File: src/rtl/pipe_ctrl.sv
// ---------------------------------------------------------------------------
// pipe_ctrl -- pipeline hazard / redirect controller for a 6-stage pipeline.
//
// Turns per-stage stall requests, a global ready and an EX-stage branch
// redirect into per-stage hold enables and a wrong-path flush. A small FSM
// (RUN / STALL / FLUSH) tracks whether the pipe is advancing, held on a
// request, or draining wrong-path instructions after a redirect.
//
// Parameters
//   FLUSH_CYCLES  cycles spent in FLUSH after an accepted redirect (1..15)
//
// Ports
//   clk           clock, all state updates on the rising edge
//   rst           synchronous reset, active low
//   rdy           global ready; low freezes the whole pipeline
//   stallreq_if   instruction fetch not yet complete
//   stallreq_id   decode hazard (e.g. load-use)
//   stallreq_mem  data memory access in flight
//   br            EX-stage misprediction redirect, one-cycle pulse
//   stall[5:0]    per-stage hold: 0 PC, 1 IF/ID, 2 ID/EX, 3 EX/MEM, 4 MEM/WB, 5 WB
//   flush         kill wrong-path contents of IF/ID and ID/EX
//   busy_state    current FSM state: 0 RUN, 1 STALL, 2 FLUSH
//   stall_cycles  count of cycles with the PC held while ready
//
// Configuration
//   PIPE_CTRL_STALL_CNT_EN  when defined, stall_cycles is a saturating
//                           32-bit counter; otherwise it is tied to zero.
// ---------------------------------------------------------------------------
module pipe_ctrl #(
    parameter int unsigned FLUSH_CYCLES = 2
) (
    input  logic        clk,
    input  logic        rst,
    input  logic        rdy,
    input  logic        stallreq_if,
    input  logic        stallreq_id,
    input  logic        stallreq_mem,
    input  logic        br,
    output logic [5:0]  stall,
    output logic        flush,
    output logic [1:0]  busy_state,
    output logic [31:0] stall_cycles
);

    typedef enum logic [1:0] {
        ST_RUN   = 2'd0,
        ST_STALL = 2'd1,
        ST_FLUSH = 2'd2
    } state_e;

    localparam logic [3:0] FLUSH_LOAD = 4'(FLUSH_CYCLES - 1);

    state_e     state_q, state_d;
    logic [3:0] cnt_q,   cnt_d;
    logic       br_pend_q, br_pend_d;

    // The pipe can only move (and a redirect can only be taken) when the
    // whole machine is ready and no memory access is outstanding.
    logic advance;
    logic br_take;

    assign advance = rdy & ~stallreq_mem;
    // A redirect parked while the pipe was frozen counts as a fresh br.
    assign br_take = (br | br_pend_q) & advance;

    // Per-stage hold, first match wins. In FLUSH the IF/ID requests are
    // ignored: the instructions they refer to are being killed anyway.
    always_comb begin
        // NOTE: every always_comb output gets a default first so no path
        // leaves it unassigned, which would otherwise infer a latch.
        stall = 6'b000000;
        if (!rst)                       stall = 6'b000000;
        else if (!rdy)                  stall = 6'b111111;
        else if (stallreq_mem)          stall = 6'b011111;
        else if (state_q == ST_FLUSH)   stall = 6'b000000;
        else if (stallreq_id)           stall = 6'b000111;
        else if (stallreq_if)           stall = 6'b000011;
    end

    assign flush      = rst & ((state_q == ST_FLUSH) | br_take);
    assign busy_state = rst ? state_q : ST_RUN;

    always_comb begin
        state_d   = state_q;
        cnt_d     = cnt_q;
        br_pend_d = br_pend_q;
        if (!advance) begin
            // Frozen or waiting on memory: remember a redirect for later.
            // A memory stall seen in RUN still counts as a stall request.
            br_pend_d = br_pend_q | br;
            if (rdy && state_q == ST_RUN) state_d = ST_STALL;
        end else if (br_take) begin
            state_d   = ST_FLUSH;
            cnt_d     = FLUSH_LOAD;
            br_pend_d = 1'b0;
        end else begin
            unique case (state_q)
                ST_RUN:   if (stallreq_if || stallreq_id) state_d = ST_STALL;
                // stallreq_mem is known low on this path.
                ST_STALL: if (!stallreq_if && !stallreq_id) state_d = ST_RUN;
                ST_FLUSH: begin
                    if (cnt_q == 4'd0) state_d = ST_RUN;
                    else               cnt_d   = cnt_q - 4'd1;
                end
                default:  state_d = ST_RUN;
            endcase
        end
    end

    always_ff @(posedge clk) begin
        // NOTE: state registers use non-blocking assignments so every flop
        // samples pre-edge values regardless of statement order.
        if (!rst) begin
            state_q   <= ST_RUN;
            cnt_q     <= 4'd0;
            br_pend_q <= 1'b0;
        end else begin
            state_q   <= state_d;
            cnt_q     <= cnt_d;
            br_pend_q <= br_pend_d;
        end
    end

`ifdef PIPE_CTRL_STALL_CNT_EN
    logic [31:0] stall_cnt_q;

    always_ff @(posedge clk) begin
        if (!rst)
            stall_cnt_q <= 32'd0;
        else if (rdy && stall[0] && stall_cnt_q != 32'hFFFF_FFFF)
            stall_cnt_q <= stall_cnt_q + 32'd1;
    end

    assign stall_cycles = stall_cnt_q;
`else
    assign stall_cycles = 32'd0;
`endif

endmodule

File: config.mk
export PLATFORM = sky130hd
export DESIGN_NAME = pipe_ctrl
export DESIGN_NICKNAME = d
export VERILOG_FILES = /design/src/rtl/pipe_ctrl.sv
export SDC_FILE = /design/constraint.sdc
export NUM_CORES = 1
export LEC_CHECK = 0
export CORE_ASPECT_RATIO = 1.4
export CORE_MARGIN = 5
export CORE_UTILIZATION = 30
export DETAILED_ROUTE_END_ITERATION = 12
export HOLD_SLACK_MARGIN = 0.06
export PLACE_DENSITY_LB_ADDON = 0.2
export SLEW_MARGIN = 0
export SYNTH_ARGS = -nofsm -noshare
export SYNTH_HDL_FRONTEND = slang
export SYNTH_SLANG_ARGS = --single-unit
export TNS_END_PERCENT = 50
File: constraint.sdc
create_clock -name clk -period 1.42 [get_ports clk]
set_input_delay 0.213 -clock clk [delete_from_list [all_inputs] [get_ports clk]]
set_output_delay 0.213 -clock clk [all_outputs]
set_load 0.01 [all_outputs]
==> metrics.txt <==
reg2reg start=cnt_q[0]; Final min period=1.53 ns; RSZ-0062 raised after global routing=true; htree depth=1; post-DR wirelength/cell=10.7 um; Req. time, crit path=1.60 ns; die height=69.1 um; n_diodes=0; CTS Sinks=7; nets@finish=138; Unique masters post-synth=32; beginning of the critical path=cnt_q[0]; TritonCTS buffer count=3; post-synthesis adder-cell area fraction=3.34%; Yosys reg bits=7; CP Max Fanout=6; Post-Synth XOR/XNOR Area=0%; met3 GRT Util=2.80%; dpl hpwl=1330 um; Critical Path Sink=cnt_q[1]; post-synth design cell area=approximately 750 um2; grt met1 use=11.0%; Worst Reg-to-Reg Cells=6; post-synthesis compound-gate area fraction=16.2%; Clk pwr share=30.7%; PortBufs=15; Hold WS=approximately 0.48 ns; register-to-register setup slack=-0.11 ns; CP Class=reg2reg; clock root buffer=clkbuf_4; first-pass GRT wire length=2710 um; simple-gate share of the synthesized area=24.2%; Lkg Pwr=0.469 nW; Routability Congestion=0.765; First DRT Iteration DRCs=11; r2r endpoint=cnt_q[1]; Starting Density=31.3%; vias in the first global route=608; failing checks=setup timing; Switching Power=0.000199 W; maximum VDD drop=0.000277 V; top achievable clock speed=roughly 0.66 GHz; antenna violations before repair=0; worst-case clock buffer depth=2; Total Power=0.000607 W; commonest non-fill, non-tap cell in the layout=conb_1; crit path DAT=1.71 ns; Cell Rows=21; final setup margin=-0.106 ns; final hold vios=0; Synth Instances=between 90 and 100; share of cells above drive strength 1=about two fifths; IO Pins=48; DIE WIDTH=between 50 and 60 um; switch share=32.8%; post-synth top area share=34.1%; fin util=41.7%; Synth area leaders=buf_4, dfxtp_1, and2b_2; most frequent cells in the layout=conb_1, buf_4, nand2_1; largest net degree at the start of global routing=8; Layout area overhead=33.3%; Pwr per Cell Area=just over 600 nW/um2; grt peak-use layer=met2; Synth area leader=buf_4; hold_sp=rst; drt pass-1 iters=4; mean post-synth cell area=7.79 um2; Max Cap Violations=0; Syn. warnings=0; share of power burned in registers=34.7%; status=finished, violations left; clock-pin transition on the worst setup and hold timing paths=0.06 ns; sequential element share of the synthesized area=18.7%; Fin Clk Skew=a little under 0.004 ns; multiplexer area fraction after synthesis=0%; final setup TNS=-0.443 ns; DRC=0; dpl ws=-0.536 ns; Tcrit/Tclk final=107%; hold crit path type=in2reg; Final setup violation count=8; internal power=roughly 0.00041 W; gr ovfl total=0; Comb pwr share=about a third; CP Launch Type=register; main combinational cell family by area after synthesis=buffers and inverters; hold buffers post-CTS=0; area of the die=3610 um2; Critical Path Sink Type=register; number of vias per cell=between 3 and 4; vias=between 600 and 700; Worst-Skew Late Latency=between 0.2 and 0.3 ns; Core ar.=2390 um2; WL final=about 1700 um; CTS tree=yes; GRT Resource Usage Total=9.43%; Final ANT Viol Nets=0; GR Layer Usage met2=16.2%; Final Slew Violations=0
==> worst max-delay path: stages (launching register included) <==
cell and delay, ns:
dfxtp_2 0.33, inv_2 0.05, ha_4 0.14, or2b_4 0.20
o21ai_4 0.09, or4b_1 0.55, o21ai_1 0.10
==> sequential cells by signal, indices dropped and copies added (netlist names) <==
register,flops
br_pend_q,1
cnt_q,4
state_q,2
==> per-layer routing <==
layer	part of all wire (%)	routed length, um
met3	9.8	170
met2	51	888
met4	0	0
met5	0	0
met1	39	681
==> stage by stage <==
stage | cell area [um2] | instances
floorplan | 883 | 127
global placement | 920 | 155
detailed placement | 920 | 155
CTS | 965 | 161
global route | 997 | 162
finish | 997 | 162
==> synthesized netlist by cell type <==
cell type	number
nand3_1	2
dfxtp_1	7
nor3_1	1
or4b_1	1
nand2_1	6
o221a_2	1
buf_4	34
or2b_2	1
and2_2	1
conb_1	1
o21ai_0	4
ha_1	2
nor4_1	1
inv_1	2
and2b_1	1
and2b_2	3
nor2_1	3
o31a_1	1
and3_1	1
clkdlybuf4s15_1	1
nand2b_1	1
or3_1	2
o21a_1	3
nor4b_1	1
a211oi_1	1
a21boi_0	3
a21oi_1	4
o21ai_2	1
nor3b_1	1
or2_2	1
and2_1	3
clkbuf_1	1
==> cell families (layout without fill, tap and decap cells) <==
kind of cell / after synthesis / in the layout
AO/OA/AOI/OAI: 18 / 18
adder cells (fa/ha/maj): 2 / 2
buffers and inverters: 38 / 39
flip-flops: 7 / 7
other: 1 / 32
AND/OR/NAND/NOR: 30 / 30
==> power groups by stage <==
stage	clock, W	sequential, W	combinational [W]
after detailed placement	0	0.000213	0.000199
after CTS	0.000201	0.000210	0.000199
after global routing	0.000218	0.000212	0.000230
after global placement	0	0.000213	0.000200
final	0.000186	0.000211	0.000209
after floorplan	0	0.000215	0.000176
==> cell type report <==
type | instances | area [um2]
Inverter | 2 | 7.51
Multi-Input combinational cell | 82 | 513
Fill cell | 244 | 1390
Sequential cell | 7 | 144
Timing Repair Buffer | 33 | 264
Clock buffer | 4 | 26.3
Tap cell | 34 | 42.5
==> how the worst min path moves through the flow <==
stage	cells past startpoint	end	slack, ns
floorplan	2	cnt_q[1]	0.34
global placement	2	cnt_q[3]	0.51
detailed placement	2	cnt_q[3]	0.52
CTS	3	state_q[1]	0.49
global route	3	state_q[1]	0.53
finish	3	state_q[1]	0.48
==> repair_timing <==
item | CTS | global route
gates cloned | 0 | 0
resized for setup | 35 | 9
setup endpoints to repair | 14 | 10
pin swaps | 6 | 5
setup buffers | 2 | 2
Note: power is estimated with default switching activity, not from simulation.
